## src/rtl/fpga_cmd_spi_tx_if.sv

```systemverilog
// Request/status and SPI pin bundle for the ARM->FPGA command frame transmitter.
interface fpga_cmd_spi_tx_if;
  logic        start;
  logic [3:0]  cmd;
  logic [11:0] data;
  logic        busy;
  logic        done;
  logic        spck;
  logic        mosi;
  logic        ncs;

  modport master (output start, cmd, data, input busy, done, spck, mosi, ncs);
  modport slave  (input start, cmd, data, output busy, done, spck, mosi, ncs);
endinterface

```

## src/rtl/fpga_cmd_spi_tx.sv

```systemverilog
// SPI-master transmitter for the 16-bit {cmd,data} config frame, MSB first.
// All outputs come straight from registers; the FSM computes their next values.
module fpga_cmd_spi_tx #(
  parameter int CLK_DIV  = 4,
  parameter int GAP_MULT = 2
) (
  input  logic                 clk,
  input  logic                 rst,
  fpga_cmd_spi_tx_if.slave     io_bus
);

  localparam logic [7:0] H_LAST   = 8'(CLK_DIV - 1);
  localparam logic [4:0] GAP_LAST = 5'(GAP_MULT - 1);

  typedef enum logic [2:0] {
    S_IDLE  = 3'd0,
    S_SETUP = 3'd1,
    S_SHIFT = 3'd2,
    S_HOLD  = 3'd3,
    S_GAP   = 3'd4,
    S_DONE  = 3'd5
  } state_t;

  state_t      r_state, w_state;
  logic [7:0]  r_half, w_half;
  logic [4:0]  r_bit, w_bit;
  logic [15:0] r_frame, w_frame;
  logic        r_spck, w_spck;
  logic        r_mosi, w_mosi;
  logic        r_ncs, w_ncs;
  logic        r_busy, w_busy;
  logic        r_done, w_done;
  logic        w_last_half;
  logic [3:0]  w_idx;

  assign w_last_half = (r_half == H_LAST);
  assign w_idx       = 4'd14 - r_bit[3:0];

  // State and output registers
  always_ff @(posedge clk or posedge rst) begin
    if (rst) begin
      r_state <= S_IDLE;
      r_half  <= 8'd0;
      r_bit   <= 5'd0;
      r_frame <= 16'd0;
      r_spck  <= 1'b0;
      r_mosi  <= 1'b0;
      r_ncs   <= 1'b1;
      r_busy  <= 1'b0;
      r_done  <= 1'b0;
    end else begin
      r_state <= w_state;
      r_half  <= w_half;
      r_bit   <= w_bit;
      r_frame <= w_frame;
      r_spck  <= w_spck;
      r_mosi  <= w_mosi;
      r_ncs   <= w_ncs;
      r_busy  <= w_busy;
      r_done  <= w_done;
    end
  end

  // Next-state and next-output logic
  always_comb begin
    w_state = r_state;
    w_half  = r_half + 8'd1;
    w_bit   = r_bit;
    w_frame = r_frame;
    w_spck  = r_spck;
    w_mosi  = r_mosi;
    w_ncs   = r_ncs;
    w_busy  = r_busy;
    w_done  = 1'b0;
    case (r_state)
      S_IDLE, S_DONE: begin
        w_half = 8'd0;
        w_bit  = 5'd0;
        w_busy = 1'b0;
        if (io_bus.start) begin
          w_frame = {io_bus.cmd, io_bus.data};
          w_state = S_SETUP;
          w_ncs   = 1'b0;
          w_busy  = 1'b1;
          w_mosi  = io_bus.cmd[3];
          w_spck  = 1'b0;
        end else begin
          w_state = S_IDLE;
        end
      end
      S_SETUP: begin
        if (w_last_half) begin
          w_state = S_SHIFT;
          w_half  = 8'd0;
          w_spck  = 1'b1;
        end else begin
          w_state = S_SETUP;
        end
      end
      S_SHIFT: begin
        // The low phase after the 16th fall is spent in HOLD, not here.
        if (w_last_half) begin
          w_half = 8'd0;
          if (r_spck) begin
            w_spck = 1'b0;
            if (r_bit == 5'd15) begin
              w_state = S_HOLD;
              w_bit   = 5'd0;
            end else begin
              w_bit  = r_bit + 5'd1;
              w_mosi = r_frame[w_idx];
            end
          end else begin
            w_spck = 1'b1;
          end
        end else begin
          w_state = S_SHIFT;
        end
      end
      S_HOLD: begin
        if (w_last_half) begin
          w_state = S_GAP;
          w_half  = 8'd0;
          w_ncs   = 1'b1;
          w_mosi  = 1'b0;
        end else begin
          w_state = S_HOLD;
        end
      end
      S_GAP: begin
        // Bit counter is reused here to count whole H units of the gap.
        if (w_last_half) begin
          w_half = 8'd0;
          if (r_bit == GAP_LAST) begin
            w_state = S_DONE;
            w_bit   = 5'd0;
            w_busy  = 1'b0;
            w_done  = 1'b1;
          end else begin
            w_bit = r_bit + 5'd1;
          end
        end else begin
          w_state = S_GAP;
        end
      end
      default: begin
        w_state = S_IDLE;
        w_half  = 8'd0;
        w_bit   = 5'd0;
        w_spck  = 1'b0;
        w_mosi  = 1'b0;
        w_ncs   = 1'b1;
        w_busy  = 1'b0;
      end
    endcase
  end

  assign io_bus.busy = r_busy;
  assign io_bus.done = r_done;
  assign io_bus.spck = r_spck;
  assign io_bus.mosi = r_mosi;
  assign io_bus.ncs  = r_ncs;

endmodule

```

## src/flat_wrapper.sv

```systemverilog
// flat-port wrapper written by rule: the top's interface ports become plain ports
module fpga_cmd_spi_tx_flat 
#(
  parameter int CLK_DIV  = 4,
  parameter int GAP_MULT = 2
)
  (clk, rst, io_bus_start, io_bus_cmd, io_bus_data, io_bus_busy, io_bus_done, io_bus_spck, io_bus_mosi, io_bus_ncs);
  fpga_cmd_spi_tx_if io_bus_i ();
  input  logic clk;
  input  logic rst;
  input wire logic [$bits(io_bus_i.start)-1:0] io_bus_start;
  input wire logic [$bits(io_bus_i.cmd)-1:0] io_bus_cmd;
  input wire logic [$bits(io_bus_i.data)-1:0] io_bus_data;
  output wire logic [$bits(io_bus_i.busy)-1:0] io_bus_busy;
  output wire logic [$bits(io_bus_i.done)-1:0] io_bus_done;
  output wire logic [$bits(io_bus_i.spck)-1:0] io_bus_spck;
  output wire logic [$bits(io_bus_i.mosi)-1:0] io_bus_mosi;
  output wire logic [$bits(io_bus_i.ncs)-1:0] io_bus_ncs;
  assign io_bus_i.start = io_bus_start;
  assign io_bus_i.cmd = io_bus_cmd;
  assign io_bus_i.data = io_bus_data;
  assign io_bus_busy = io_bus_i.busy;
  assign io_bus_done = io_bus_i.done;
  assign io_bus_spck = io_bus_i.spck;
  assign io_bus_mosi = io_bus_i.mosi;
  assign io_bus_ncs = io_bus_i.ncs;
  fpga_cmd_spi_tx #(.CLK_DIV(CLK_DIV), .GAP_MULT(GAP_MULT)) u_core (.clk(clk), .rst(rst), .io_bus(io_bus_i));
endmodule
```

## config.mk

```make
export PLATFORM = sky130hd
export DESIGN_NAME = fpga_cmd_spi_tx_flat
export DESIGN_NICKNAME = d
export VERILOG_FILES = /design/src/rtl/fpga_cmd_spi_tx_if.sv /design/src/rtl/fpga_cmd_spi_tx.sv /design/src/flat_wrapper.sv
export SDC_FILE = /design/constraint.sdc
export NUM_CORES = 1
export LEC_CHECK = 0
export CAP_MARGIN = 5
export CORE_ASPECT_RATIO = 0.6
export CORE_MARGIN = 8
export CORE_UTILIZATION = 50
export CTS_CLUSTER_DIAMETER = 80
export DETAILED_ROUTE_END_ITERATION = 7
export HOLD_SLACK_MARGIN = 0.02
export PLACE_DENSITY = 0.79
export SLEW_MARGIN = 10
export SYNTH_ARGS = -nofsm -noshare
export SYNTH_HDL_FRONTEND = slang
export SYNTH_SLANG_ARGS = --single-unit
```

## constraint.sdc

```tcl
create_clock -name clk -period 3.7 [get_ports clk]
set_clock_uncertainty 0.15 [all_clocks]
set_input_delay 0.74 -clock clk [delete_from_list [all_inputs] [get_ports clk]]
set_output_delay 0.74 -clock clk [all_outputs]
set_load 0.02 [all_outputs]
```

==> reports/summary.txt <==
status = finished clean
Cell Rows = 18
clk sink count = 37
number of buffers created by CTS = 5
Die ar. = 6490 sq um
vias in the first global route = 1575
worst hold path depth = 1
Post-synth top cells = dfrtp_1 (36), nor2_1 (15), mux2_2 (13)
Longest Clk Path Bufs = 2
Syn Std Cell Area = 2060 sq um
largest net degree at the start of global routing = 38
Final min period = 2.59 ns
synthesized flop and latch total = 37
final WL = 4.39 mm
top cell type by total area after synthesis = dfrtp_1
ys flop type = dfrtp_1
DRT iter0 DRCs = 60
GP Congestion = 0.862
dominant cell by count in the synthesized netlist = dfrtp_1
Setup crit end kind = flop
Die H = 65.7 microns
setup_tns = 0 ns
post-synthesis cell type count = 48
core area = 4030 sq um
Leak = 1.03 nW
VDD IR max = 494 uV
critical path launch point type = flop
ant diodes = 0
Total GRT Usage = 14.9%
Via-to-Cell Ratio = 5.73
Fin Hold WS = 0.324 ns
f_max = 386 MHz
Final Util = 60.1%
layout cells sized above 1 = 18.1%
global-route wire length before repair = 7.58 mm
max_cap viols = 0
PD cells = 736 nW/um^2
HPWL Detailed = 3.21 mm
DRC = 0
CTS tree = done
starting density of the core = 51.0%
WL/cell = 16.5 microns
worst reg2reg path depth = 9
initial antenna violation count = 0
Syn Area/Cell = 10.7 sq um
first-pass iteration count of the detailed router = 4
post-route cell area = 2420 sq um
Synthesis Warnings = 0
Chip Width = 98.8 microns
Synth async-reset ratio = 100%
PostCTS Resize Cnt = 0
Relative slew margins = 56.4%
area delta synth->final = 17.8%
# port buffers = 23
post-synth top area share = 43.8%
post-CTS setup buffer count = 0
crit-path max FO = 9
Mapped Cells = 192
clk root buf = clkbuf_8
Least-Margin Pin Slew = 0.644 ns
Hold Fails Final Rpt = 0
fill count = 339
RSZ-0062 raised after global routing = false
Area after DPL = 2330 sq um
Seq/Total Area, Yosys = 45.1%
Via Count = 1525
nets@finish = 239
GRT Residual Overflow = 0
CP Class = flop to flop
Final period util = 70.0%
worst path arrival time = 2.62 ns
post-placement cell count = 258
hold buffers post-CTS = 0
Post-synth EDFFs = 0
Slew Limit Fails = 0
final std cells w/o fill = 266
Post-DRT Antenna Nets = 0
CTS HTree Levels = 2
Worst EP required = 3.74 ns
I/O pins = 24
Reg clk slew, reported paths = 0.08 ns
Post-Syn Nets = 216
final number of setup-violating endpoints = 0
clk_lat worst skew = 0.30 ns
top cells by area, synth = dfrtp_1 (44%), mux2_2 (7.1%), mux4_2 (5.5%)
worst min path class = flop to flop
critical path, stage by stage, from the launching register on:
cell and delay, ns:
dfrtp_1 0.61, ha_1 0.40, nand3_1 0.16, inv_1 0.09
ha_1 0.18, nor3b_1 0.06, a31oi_1 0.27, or2_1 0.22
nor3_1 0.06, mux2_4 0.27
power breakdown:
group | total (mW) | switching [mW] | leakage, nW | internal [mW]
clock | 0.306 | 0.155 | 0.0512 | 0.151
sequential | 0.714 | 0.158 | 0.465 | 0.556
combinational | 0.764 | 0.368 | 0.510 | 0.396
total | 1.78 | 0.680 | 1.03 | 1.10
per-stage QoR:
step	power (mW)	worst slack, ns
finish	1.78	1.11
global route	1.91	0.844
CTS	1.79	1.09
detailed placement	1.48	1.18
global placement	1.45	1.27
floorplan	1.28	1.50
state kept, by name (all words and copies together) (netlist names):
| signal | cells |
|---|---|
| u_core.io_bus.busy | 1 |
| u_core.io_bus.done | 1 |
| u_core.io_bus.mosi | 1 |
| u_core.io_bus.ncs | 1 |
| u_core.io_bus.spck | 1 |
| u_core.r_bit | 5 |
| u_core.r_frame | 16 |
| u_core.r_half | 8 |
| u_core.r_state | 3 |
cell usage in the layout (no fill, tap or decap), types with 2 or more instances in the layout:
cell type / netlist / layout
buf_4: 0 / 2
nor3_1: 7 / 7
a31oi_1: 2 / 2
o21ai_1: 7 / 7
nand2_1: 8 / 8
a21oi_1: 8 / 8
o21ai_0: 3 / 3
xnor2_1: 4 / 4
xor2_1: 4 / 4
nand3_1: 8 / 8
clkbuf_8: 0 / 6
mux2_2: 13 / 13
mux2_1: 3 / 3
mux4_2: 5 / 5
nor3b_1: 2 / 2
o31ai_1: 6 / 6
or2_1: 2 / 2
dfrtp_1: 36 / 36
ha_1: 5 / 5
and3_1: 3 / 3
mux2i_1: 2 / 2
clkdlybuf4s50_1: 0 / 23
nand2b_1: 5 / 5
nor2_1: 15 / 15
inv_1: 11 / 11
final timing paths:
path	start	end	slack (ns)
setup / recovery	u_core.r_bit[0]	u_core.r_bit[0]	1.11
hold / removal	u_core.r_half[0]	u_core.r_half[0]	0.32
setup reg to reg	u_core.r_bit[0]	u_core.r_bit[0]	1.11
hold reg to reg	u_core.r_half[0]	u_core.r_half[0]	0.32
max in group asynchronous	rst	u_core.r_bit[3]	2.36
min in group asynchronous	rst	u_core.r_half[6]	0.69
kinds of logic (layout without fill, tap and decap cells):
| group | after synthesis | in the layout | synth area share, % |
|---|---|---|---|
| AO/OA/AOI/OAI | 38 | 38 | 13.0 |
| XOR/XNOR | 8 | 8 | 3.41 |
| adder cells (fa/ha/maj) | 5 | 5 | 3.04 |
| buffers and inverters | 20 | 44 | 3.83 |
| flip-flops | 37 | 37 | 45.1 |
| multiplexers | 24 | 24 | 15.9 |
| AND/OR/NAND/NOR | 60 | 60 | 15.7 |
layout make-up:
cell class	instances	area, sq um	area share, %
Sequential cell	37	927	38.3
Clock inverter	2	13.8	0.568
Inverter	11	41.3	1.70
Tap cell	50	62.6	2.58
Timing Repair Buffer	25	245	10.1
Clock buffer	6	82.6	3.41
Multi-Input combinational cell	135	1050	43.4
metal layers:
metal  vias to the layer above  global-route usage, %  part of all wire, %
li1                        734                      -                    -
met1                       741                   18.9                   47
met2                        44                   22.3                   45
met3                         6                   6.43                  6.8
met4                         0                   4.93                  1.2
met5                         -                      0                    0
(Power assumes the default switching activity.)
